File: src/rtl/example_mac_pipe_if.sv
`default_nettype none
// ============================================================================
// Module   : example_mac_pipe_if
// Brief    : Operand/tag input bundle and product/accumulator result bundle
// Revision : 1.0 - initial release
// ============================================================================
interface example_mac_pipe_if #(
  parameter int A_WIDTH   = 9,
  parameter int B_WIDTH   = 14,
  parameter int P_WIDTH   = 21,
  parameter int ACC_WIDTH = 32
);
  logic                 ce;
  logic                 in_valid;
  logic [A_WIDTH-1:0]   a;
  logic [B_WIDTH-1:0]   b;
  logic                 acc_first;
  logic                 acc_last;
  logic [P_WIDTH-1:0]   p_out;
  logic                 p_valid;
  logic [ACC_WIDTH-1:0] acc_out;
  logic                 acc_valid;
  logic                 acc_ovf;

  modport master (
    output ce, in_valid, a, b, acc_first, acc_last,
    input  p_out, p_valid, acc_out, acc_valid, acc_ovf
  );

  modport slave (
    input  ce, in_valid, a, b, acc_first, acc_last,
    output p_out, p_valid, acc_out, acc_valid, acc_ovf
  );
endinterface
`default_nettype wire

File: src/rtl/example_mac_pipe.sv
`default_nettype none
// ============================================================================
// Module   : example_mac_pipe
// Brief    : Pipelined multiplier with tagged, optionally saturating accumulate
// Revision : 1.0 - initial release
// ============================================================================
module example_mac_pipe #(
  parameter int A_WIDTH   = 9,
  parameter int B_WIDTH   = 14,
  parameter int A_SIGNED  = 0,
  parameter int B_SIGNED  = 1,
  parameter int P_WIDTH   = 21,
  parameter int NUM_STAGE = 3,
  parameter int ACC_WIDTH = 32,
  parameter int SATURATE  = 0
) (
  input  logic               clk,
  input  logic               reset,
  example_mac_pipe_if.slave  bus
);

  localparam int c_fw   = A_WIDTH + B_WIDTH + 1;
  localparam int c_last = NUM_STAGE - 1;
  localparam logic [ACC_WIDTH-1:0] c_acc_max = {1'b0, {(ACC_WIDTH-1){1'b1}}};
  localparam logic [ACC_WIDTH-1:0] c_acc_min = {1'b1, {(ACC_WIDTH-1){1'b0}}};

  logic signed [c_fw-1:0]    w_a_ext;
  logic signed [c_fw-1:0]    w_b_ext;
  logic signed [c_fw-1:0]    w_full;
  logic signed [c_fw-1:0]    r_full [NUM_STAGE];
  logic [NUM_STAGE-1:0]      r_vld;
  logic [NUM_STAGE-1:0]      r_first;
  logic [NUM_STAGE-1:0]      r_last;
  logic [ACC_WIDTH:0]        w_addend;
  logic [ACC_WIDTH:0]        w_base;
  logic [ACC_WIDTH:0]        w_sum;
  logic                      w_ovf;
  logic [ACC_WIDTH-1:0]      w_acc_next;
  logic [ACC_WIDTH-1:0]      r_acc;
  logic                      r_acc_ovf;
  logic                      r_acc_valid;

  generate
    if (A_SIGNED != 0) begin : g_a_sext
      assign w_a_ext = {{(c_fw-A_WIDTH){bus.a[A_WIDTH-1]}}, bus.a};
    end else begin : g_a_zext
      assign w_a_ext = {{(c_fw-A_WIDTH){1'b0}}, bus.a};
    end
    if (B_SIGNED != 0) begin : g_b_sext
      assign w_b_ext = {{(c_fw-B_WIDTH){bus.b[B_WIDTH-1]}}, bus.b};
    end else begin : g_b_zext
      assign w_b_ext = {{(c_fw-B_WIDTH){1'b0}}, bus.b};
    end
  endgenerate

  // FW bits always hold the exact product of the extended operands
  assign w_full = w_a_ext * w_b_ext;

  always_ff @(posedge clk or posedge reset) begin
    if (reset) begin
      for (int i = 0; i < NUM_STAGE; i++) begin
        r_full[i] <= '0;
      end
      r_vld   <= '0;
      r_first <= '0;
      r_last  <= '0;
    end else if (bus.ce) begin
      r_full[0]  <= w_full;
      r_vld[0]   <= bus.in_valid;
      r_first[0] <= bus.acc_first;
      r_last[0]  <= bus.acc_last;
      for (int i = 1; i < NUM_STAGE; i++) begin
        r_full[i]  <= r_full[i-1];
        r_vld[i]   <= r_vld[i-1];
        r_first[i] <= r_first[i-1];
        r_last[i]  <= r_last[i-1];
      end
    end
  end

  // One guard bit above the accumulator exposes signed overflow
  assign w_addend = {{(ACC_WIDTH+1-c_fw){r_full[c_last][c_fw-1]}}, r_full[c_last]};
  assign w_base   = r_first[c_last] ? '0 : {r_acc[ACC_WIDTH-1], r_acc};
  assign w_sum    = w_base + w_addend;
  assign w_ovf    = w_sum[ACC_WIDTH] ^ w_sum[ACC_WIDTH-1];

  always_comb begin
    w_acc_next = w_sum[ACC_WIDTH-1:0];
    if (w_ovf && (SATURATE != 0)) begin
      w_acc_next = w_sum[ACC_WIDTH] ? c_acc_min : c_acc_max;
    end
  end

  always_ff @(posedge clk or posedge reset) begin
    if (reset) begin
      r_acc       <= '0;
      r_acc_ovf   <= 1'b0;
      r_acc_valid <= 1'b0;
    end else if (bus.ce) begin
      if (r_vld[c_last]) begin
        r_acc       <= w_acc_next;
        r_acc_ovf   <= (r_first[c_last] ? 1'b0 : r_acc_ovf) | w_ovf;
        r_acc_valid <= r_last[c_last];
      end else begin
        r_acc_valid <= 1'b0;
      end
    end
  end

  assign bus.p_out     = r_full[c_last][P_WIDTH-1:0];
  assign bus.p_valid   = r_vld[c_last];
  assign bus.acc_out   = r_acc;
  assign bus.acc_valid = r_acc_valid;
  assign bus.acc_ovf   = r_acc_ovf;

endmodule
`default_nettype wire

File: src/flat_wrapper.sv
// flat-port wrapper written by rule: the top's interface ports become plain ports
module example_mac_pipe_flat 
#(
  parameter int A_WIDTH   = 9,
  parameter int B_WIDTH   = 14,
  parameter int A_SIGNED  = 0,
  parameter int B_SIGNED  = 1,
  parameter int P_WIDTH   = 21,
  parameter int NUM_STAGE = 3,
  parameter int ACC_WIDTH = 32,
  parameter int SATURATE  = 0
)
  (clk, reset, bus_ce, bus_in_valid, bus_a, bus_b, bus_acc_first, bus_acc_last, bus_p_out, bus_p_valid, bus_acc_out, bus_acc_valid, bus_acc_ovf);
  example_mac_pipe_if #(.A_WIDTH(A_WIDTH), .B_WIDTH(B_WIDTH), .P_WIDTH(P_WIDTH), .ACC_WIDTH(ACC_WIDTH)) bus_i ();
  input  logic clk;
  input  logic reset;
  input wire logic [$bits(bus_i.ce)-1:0] bus_ce;
  input wire logic [$bits(bus_i.in_valid)-1:0] bus_in_valid;
  input wire logic [$bits(bus_i.a)-1:0] bus_a;
  input wire logic [$bits(bus_i.b)-1:0] bus_b;
  input wire logic [$bits(bus_i.acc_first)-1:0] bus_acc_first;
  input wire logic [$bits(bus_i.acc_last)-1:0] bus_acc_last;
  output wire logic [$bits(bus_i.p_out)-1:0] bus_p_out;
  output wire logic [$bits(bus_i.p_valid)-1:0] bus_p_valid;
  output wire logic [$bits(bus_i.acc_out)-1:0] bus_acc_out;
  output wire logic [$bits(bus_i.acc_valid)-1:0] bus_acc_valid;
  output wire logic [$bits(bus_i.acc_ovf)-1:0] bus_acc_ovf;
  assign bus_i.ce = bus_ce;
  assign bus_i.in_valid = bus_in_valid;
  assign bus_i.a = bus_a;
  assign bus_i.b = bus_b;
  assign bus_i.acc_first = bus_acc_first;
  assign bus_i.acc_last = bus_acc_last;
  assign bus_p_out = bus_i.p_out;
  assign bus_p_valid = bus_i.p_valid;
  assign bus_acc_out = bus_i.acc_out;
  assign bus_acc_valid = bus_i.acc_valid;
  assign bus_acc_ovf = bus_i.acc_ovf;
  example_mac_pipe #(.A_WIDTH(A_WIDTH), .B_WIDTH(B_WIDTH), .A_SIGNED(A_SIGNED), .B_SIGNED(B_SIGNED), .P_WIDTH(P_WIDTH), .NUM_STAGE(NUM_STAGE), .ACC_WIDTH(ACC_WIDTH), .SATURATE(SATURATE)) u_core (.clk(clk), .reset(reset), .bus(bus_i));
endmodule
File: config.mk
export PLATFORM = sky130hd
export DESIGN_NAME = example_mac_pipe_flat
export DESIGN_NICKNAME = d
export VERILOG_FILES = /design/src/rtl/example_mac_pipe_if.sv /design/src/rtl/example_mac_pipe.sv /design/src/flat_wrapper.sv
export SDC_FILE = /design/constraint.sdc
export NUM_CORES = 1
export LEC_CHECK = 0
export BUFFER_PORTS_ARGS = -buffer_cell sky130_fd_sc_hd__buf_2
export CORE_ASPECT_RATIO = 2
export CORE_UTILIZATION = 55
export DETAILED_ROUTE_END_ITERATION = 10
export PLACE_DENSITY_LB_ADDON = 0.15
export RECOVER_POWER = 25
export SYNTH_ARGS = -nofsm -noshare
export SYNTH_HDL_FRONTEND = slang
export SYNTH_SLANG_ARGS = --single-unit
File: constraint.sdc
create_clock -name clk -period 6.09 [get_ports clk]
set_input_delay 0.9135 -clock clk [delete_from_list [all_inputs] [get_ports clk]]
set_output_delay 0.9135 -clock clk [all_outputs]
set_load 0.05 [all_outputs]
### Word level (Yosys, flattened, before mapping)

Index checks and enable logic that the tools add are counted.

| word-level totals | value |
|---|---|
| latch bits | 0 |
| bits in registers | 115 |
| output and inout port bits | 56 |
| memory bits (writable) | 0 |
| bits of input ports | 29 |
| memories kept | 0 |
| memory bits (read-only) | 0 |

| cells by class | value |
|---|---|
| div/mod/pow operators | 0 |
| shifts and indexed selects | 0 |
| reduce and logical (&&, ||, !) cells | 1 |
| muxes and demuxes | 3 |
| multiply operators | 1 |
| magnitude comparators | 0 |
| eq/ne operators | 0 |
| bitwise logic cells | 2 |
| add/subtract/negate cells | 1 |

Operators with widths:

| kind | count |
|---|---|
| 33-bit adder | 1 |
| 33-bit two-way mux | 1 |
| 10-bit by 14-bit multiplier with 24-bit output | 1 |
| 1-bit two-way mux | 2 |
| 2-bit AND reduction | 1 |
| 1-bit OR | 1 |
| 1-bit bitwise XOR | 1 |

### Logic depth before layout (Yosys ltp)

| logic depth | value |
|---|---|
| word-level depth | 4 |
| mapped depth | 21 |

### Worst setup path before layout

No wires, ideal clock.

| timing | value |
|---|---|
| path kind | input port to flip-flop |
| start point | in bus_a[1] |
| end point | reg u_core.r_full[68] in the netlist's numbering |
| stages | 21 |
| path buffers | 1 |
| path slack | 0.013 ns |
| data required time | 5.998 ns |
| data arrival time | 5.985 ns |
| library setup time | 0.092 ns |
| path through | clkbuf_1 -> nand2_1 -> fa_1 -> inv_1 -> fa_1 -> inv_1 -> fa_1 -> inv_1 -> fa_1 -> inv_1 -> fa_1 -> inv_1 -> ha_1 -> a21o_1 -> a21o_1 -> a211o_1 -> a211oi_2 -> nor4_2 -> o31a_1 -> o21a_1 -> o31ai_2 |

| between the ends | value |
|---|---|
| longest elaborated chain between the ends | 1 |

Ends and longest elaborated chain:

| item | line | RTL |
|---|---|---|
| from (decl) | flat_wrapper.sv:19 | `input wire logic [$bits(bus_i.a)-1:0] bus_a;` |
| 10-bit by 14-bit multiplier with 24-bit output | example_mac_pipe.sv:57 | `assign w_full = w_a_ext * w_b_ext;` |
| to (signal, indexed assignment) | example_mac_pipe.sv:73 | `r_full[i] <= r_full[i-1];` |
| to (decl) | example_mac_pipe.sv:30 | `logic signed [c_fw-1:0] r_full [NUM_STAGE];` |

No other way between the ends.
A chain may end at the register's enable or synchronous reset.

### Worst setup path after layout

| timing | value |
|---|---|
| start point | in bus_a[6] |
| end point | reg u_core.r_full[71] in the netlist's numbering |

The elaborated chain is that of the path after synthesis.

==> flow_summary.html <==
<table>
<tr><th>Metric</th><th>Value</th></tr>
<tr><th colspan="2">Critical path</th></tr>
<tr><td>Cell with the most instances on the worst path</td><td>sky130_fd_sc_hd__fa_1</td></tr>
<tr><td>Largest stage delay on the critical path</td><td>0.55 ns</td></tr>
<tr><td>Setup slack of the worst register-to-register path</td><td>2.62 ns</td></tr>
<tr><td>Critical path class</td><td>in -&gt; reg</td></tr>
<tr><td>CP Max Fanout</td><td>7</td></tr>
<tr><td>Launching instance or port of the critical path</td><td>bus_a[6]</td></tr>
<tr><td>Critical path arrival</td><td>approximately 6.1 ns</td></tr>
<tr><td>Logic depth of the worst register-to-register path</td><td>13</td></tr>
<tr><td>Critical Path End</td><td>u_core.r_full[71]</td></tr>
<tr><td>RR Startpoint</td><td>u_core.r_first[2]</td></tr>
<tr><td>Endpoint of the worst-slack reg-to-reg timing path</td><td>u_core.bus.acc_ovf</td></tr>
<tr><td>Cell chain of the critical path</td><td>buf_2, buf_4, nand2_1, fa_1, inv_1, fa_1, fa_1, fa_1, inv_1, fa_1, inv_1, ha_1, and3_4, a221o_1, a21o_1, a31oi_4, a21o_1, a311oi_1, or2_0, o311ai_1</td></tr>
<tr><td>Standard cell with the maximum stage delay on the critical path</td><td>sky130_fd_sc_hd__fa_1</td></tr>
<tr><td>Required arrival time at the worst endpoint</td><td>6.44 ns</td></tr>
<tr><td>Kind of end point of the critical path</td><td>register</td></tr>
<tr><td>Worst Setup Start Kind</td><td>input pin</td></tr>
<tr><th colspan="2">Timing</th></tr>
<tr><td>Final Worst Setup Slack</td><td>0.388 ns</td></tr>
<tr><td>Slew at the pin with the worst max-slew slack</td><td>3.10 ns</td></tr>
<tr><td>Final worst-path cycle share</td><td>93.6%</td></tr>
<tr><td>Maximum clock skew at final layout</td><td>0.0183 ns</td></tr>
<tr><td>Relative slew margins</td><td>-108%</td></tr>
<tr><td>Final Max Slew Viols</td><td>69</td></tr>
<tr><td>Final setup violating endpoints</td><td>0</td></tr>
<tr><td>RSZ-0062 raised after global routing</td><td>false</td></tr>
<tr><td>Clock period minus worst slack</td><td>around 5.7 ns</td></tr>
<tr><td>Peak Freq</td><td>~0.18 GHz</td></tr>
<tr><td>Final hold viol count</td><td>0</td></tr>
<tr><th colspan="2">Floorplan</th></tr>
<tr><td>Horizontal extent of the die</td><td>102 um</td></tr>
<tr><td>Floorplan row count</td><td>73</td></tr>
<tr><td>Core ar.</td><td>19800 um^2</td></tr>
<tr><td>Overall die area</td><td>just over 20000 um^2</td></tr>
<tr><td>Die H</td><td>203 um</td></tr>
<tr><td>Initial core utilization</td><td>around 56%</td></tr>
<tr><td>Top-level I/O count</td><td>85</td></tr>
<tr><th colspan="2">Power and ir drop</th></tr>
<tr><td>Sequential cell fraction of total power</td><td>around 18%</td></tr>
<tr><td>Power per cell area</td><td>605 nW/um^2</td></tr>
<tr><td>Total design power</td><td>roughly 7.6 mW</td></tr>
<tr><td>Switching power total</td><td>3.53 mW</td></tr>
<tr><td>Leak</td><td>6.38 nW</td></tr>
<tr><td>Cell Int Power</td><td>4.07 mW</td></tr>
<tr><td>Sw Share</td><td>a little under half</td></tr>
<tr><td>Combinational group share of total power</td><td>66.5%</td></tr>
<tr><td>Clock group share of total power</td><td>between 10% and 20%</td></tr>
<tr><td>Peak VDD IR</td><td>269 uV</td></tr>
<tr><th colspan="2">Clocking</th></tr>
<tr><td>Clk_lat worst skew</td><td>roughly 0.46 ns</td></tr>
<tr><td>Maximum buffer depth of the clock tree</td><td>3</td></tr>
<tr><td>Clock tree from TritonCTS</td><td>done</td></tr>
<tr><td>Clock buffer count from CTS</td><td>25</td></tr>
<tr><td>Clock Sink Count</td><td>115</td></tr>
<tr><td>CTS Root Cell</td><td>sky130_fd_sc_hd__clkbuf_16</td></tr>
<tr><td>Number of instances resized during post-cts repair</td><td>0</td></tr>
<tr><td>Number of setup buffers added after CTS</td><td>0</td></tr>
<tr><td>Clock-pin slew of the registers on the worst-case setup and hold paths</td><td>0.05 ns</td></tr>
<tr><td>Post-CTS Hold Fix Bufs</td><td>0</td></tr>
<tr><td>Maximum level of the CTS H-tree</td><td>4</td></tr>
<tr><th colspan="2">Cells and area</th></tr>
<tr><td>Antenna diode count</td><td>0</td></tr>
<tr><td>Combined flip-flop and latch cell area</td><td>2880 um^2</td></tr>
<tr><td>Share of layout cells above drive strength 1</td><td>between 10% and 20%</td></tr>
<tr><td>Share of the core filled with cells</td><td>a little under two thirds</td></tr>
<tr><td>Area taken by multi-input logic gates</td><td>between 7000 and 8000 um^2</td></tr>
<tr><td>FILL cells</td><td>1726</td></tr>
<tr><td>Area Overhead vs Synth</td><td>13.2%</td></tr>
<tr><td>Post-layout net count</td><td>1453</td></tr>
<tr><th colspan="2">Synthesis</th></tr>
<tr><td>Part of the Yosys area used for sequential elements</td><td>between 20% and 30%</td></tr>
<tr><td>Fraction of registers with async set or reset after synthesis</td><td>100%</td></tr>
<tr><td>Number of synthesized flops with an enable pin</td><td>0</td></tr>
<tr><td>Library cells used by synthesis</td><td>64</td></tr>
<tr><td>Number of warnings reported in the yosys synthesis log</td><td>0</td></tr>
<tr><td>Synthesized net count</td><td>1365</td></tr>
<tr><td>Primary flip-flop cell chosen by synthesis mapping</td><td>sky130_fd_sc_hd__dfrtp_1</td></tr>
<tr><td>Cells after synthesis</td><td>about 1100</td></tr>
<tr><td>Cell Area, Synth</td><td>between 10000 and 15000 um^2</td></tr>
<tr><td>Post-Syn Area per Cell</td><td>9.71 um^2</td></tr>
<tr><td>Number of synthesized register bits</td><td>between 100 and 150</td></tr>
<tr><th colspan="2">GRT</th></tr>
<tr><td>Vias in the first global route</td><td>between 8000 and 9000</td></tr>
<tr><td>Overall routing resource usage</td><td>roughly a quarter</td></tr>
<tr><td>Pin count of the biggest net entering global routing</td><td>73</td></tr>
<tr><td>Initial antenna violation count</td><td>0</td></tr>
<tr><td>Global-route wire length before repair</td><td>~40000 um</td></tr>
<tr><td>Grt total ovfl</td><td>0</td></tr>
<tr><th colspan="2">Place</th></tr>
<tr><td>Port Buffers</td><td>84</td></tr>
<tr><td>Detailed Place HPWL</td><td>19000 um</td></tr>
<tr><td>Gp weighted congestion</td><td>between 0.8 and 0.9</td></tr>
<tr><td>Worst setup timing slack at the placement stage</td><td>-0.0681 ns</td></tr>
<tr><th colspan="2">Detailed routing</th></tr>
<tr><td>Routed wirelength normalized by instance count</td><td>15.8 um</td></tr>
<tr><td>1st-iter DRT viols</td><td>195</td></tr>
<tr><td>Vias</td><td>8178</td></tr>
<tr><td>Initial DRT Pass Iterations</td><td>4</td></tr>
<tr><td>Remaining antenna violation count</td><td>0</td></tr>
<tr><td>Post-Route WL</td><td>23600 um</td></tr>
<tr><td>DRC violation count after routing</td><td>0</td></tr>
<tr><td>Average vias per placed instance</td><td>~5.5</td></tr>
<tr><th colspan="2">Run status</th></tr>
<tr><td>Result of the run</td><td>complete, but fails checks</td></tr>
<tr><td>Violated checks</td><td>max-capacitance violations, max-slew violations</td></tr>
<tr><th colspan="2">Job</th></tr>
<tr><td>Max-capacitance violation count</td><td>1</td></tr>
<tr><th colspan="2">Min path</th></tr>
<tr><td>Worst hold path class</td><td>reg -&gt; reg</td></tr>
</table>
[power by group through the flow]
stage | clock (mW) | combinational (mW) | sequential (mW)
floorplan | 0 | 3.68 | 1.67
global placement | 0 | 4.94 | 1.35
detailed placement | 0 | 5.07 | 1.37
CTS | 1.20 | 5.10 | 1.36
global route | 1.24 | 5.67 | 1.41
finish | 1.18 | 5.05 | 1.36
[worst max-delay path: cells and delay by family]
| family | cells | cell delay [ns] |
|---|---|---|
| compound gates | 6 | 1.40 |
| fa+ha+maj | 6 | 2.73 |
| simple gates | 3 | 0.50 |
| buf+inv | 5 | 0.51 |
[how the worst min path moves through the flow]
stage / from / end / slack (ns) / cells after the start
floorplan: u_core.r_full[69] / u_core.r_full[69] / 0.45 / 2
global placement: u_core.r_full[67] / u_core.r_full[67] / 0.46 / 1
detailed placement: u_core.r_full[69] / u_core.r_full[69] / 0.47 / 2
CTS: u_core.r_full[67] / u_core.r_full[67] / 0.49 / 1
global route: u_core.r_full[67] / u_core.r_full[67] / 0.51 / 1
finish: u_core.r_full[62] / u_core.r_full[62] / 0.49 / 1
[final cells by class]
cell class,count,share of cell area [%]
clock buffer,31,5.56
clock inverter,1,0.239
timing repair buffer,125,5.79
sequential,115,22.9
multi-input combinational,805,58.2
tap,262,2.61
inverter,158,4.73
[through the flow]
step / area, um^2 / hold slack (ns) / instances / setup TNS, ns
finish: 12600 / 0.485 / 1497 / 0
global route: 12600 / 0.510 / 1497 / 0
CTS: 12600 / 0.486 / 1497 / 0
detailed placement: 11800 / 0.472 / 1465 / -0.161
global placement: 11800 / 0.462 / 1465 / 0
floorplan: 11100 / 0.446 / 1142 / 0
[metal layers]
layer,wire length (um),track usage (%),up-vias
li1,-,-,3912
met1,8730,24.9,4024
met2,13300,47.6,160
met3,460,2.20,82
met4,1140,12.9,0
met5,0,0,-
[registers in the layout, indices dropped and copies added (netlist names)]
register and count:
u_core.bus.p_out 21, u_core.r_first 3, u_core.bus.acc_valid 1, u_core.bus.acc_out 32, u_core.r_last 3, u_core.bus.acc_ovf 1, u_core.r_vld 3, u_core.r_full 51
[cells by family (layout without fill, tap and decap cells)]
kind of cell               after synthesis  in the layout  synth area share [%]
buffers and inverters                  222            315                  8.24
and+or+nand+nor                        293            293                  13.4
AOI/OAI and AO/OA                      206            206                  12.7
muxes                                   72             72                  7.31
xor gates and xnor gates                40             40                  3.16
adders and majority gates              194            194                  29.3
DFF                                    115            115                  25.9
[Yosys cell counts, types with 3 or more instances]
cell type,n,share of area (%)
sky130_fd_sc_hd__nand3_1,9,0.41
sky130_fd_sc_hd__ha_1,85,9.6
sky130_fd_sc_hd__and3_1,7,0.39
sky130_fd_sc_hd__clkbuf_1,40,1.4
sky130_fd_sc_hd__dfrtp_1,115,26
sky130_fd_sc_hd__xnor2_1,28,2.2
sky130_fd_sc_hd__or3_1,4,0.23
sky130_fd_sc_hd__buf_4,21,1.4
sky130_fd_sc_hd__o31ai_1,5,0.34
sky130_fd_sc_hd__a211o_1,4,0.32
sky130_fd_sc_hd__nor3_1,11,0.50
sky130_fd_sc_hd__a31oi_1,3,0.17
sky130_fd_sc_hd__and4_1,5,0.39
sky130_fd_sc_hd__a211oi_1,12,0.81
sky130_fd_sc_hd__o21a_1,12,0.81
sky130_fd_sc_hd__mux2_2,72,7.3
sky130_fd_sc_hd__o21bai_1,5,0.34
sky130_fd_sc_hd__nand2b_1,8,0.45
sky130_fd_sc_hd__inv_1,158,5.3
sky130_fd_sc_hd__nor2b_1,33,1.9
sky130_fd_sc_hd__and2_1,62,3.5
sky130_fd_sc_hd__nand2_1,125,4.2
sky130_fd_sc_hd__o211ai_1,7,0.47
sky130_fd_sc_hd__a21oi_1,44,2.0
sky130_fd_sc_hd__fa_1,109,20
sky130_fd_sc_hd__xor2_1,12,0.95
sky130_fd_sc_hd__nor2_1,16,0.54
sky130_fd_sc_hd__o21ai_0,55,2.5
sky130_fd_sc_hd__a21o_1,29,2.0
[layout by cell type, fill, tap and decap left out, drive strengths merged, types with 8 or more instances in the layout]
cell	netlist	layout
a211oi	14	14
a21o	29	29
a21oi	44	44
and2	63	63
and3	8	8
buf	24	124
clkbuf	40	32
dfrtp	115	115
fa	109	109
ha	85	85
inv	158	157
mux2	72	72
nand2	125	125
nand2b	8	8
nand3	9	9
nor2	16	16
nor2b	33	33
nor3	12	12
o21a	12	12
o21ai	57	57
xnor2	28	28
xor2	12	12
Note: power is estimated with default switching activity, not from simulation.
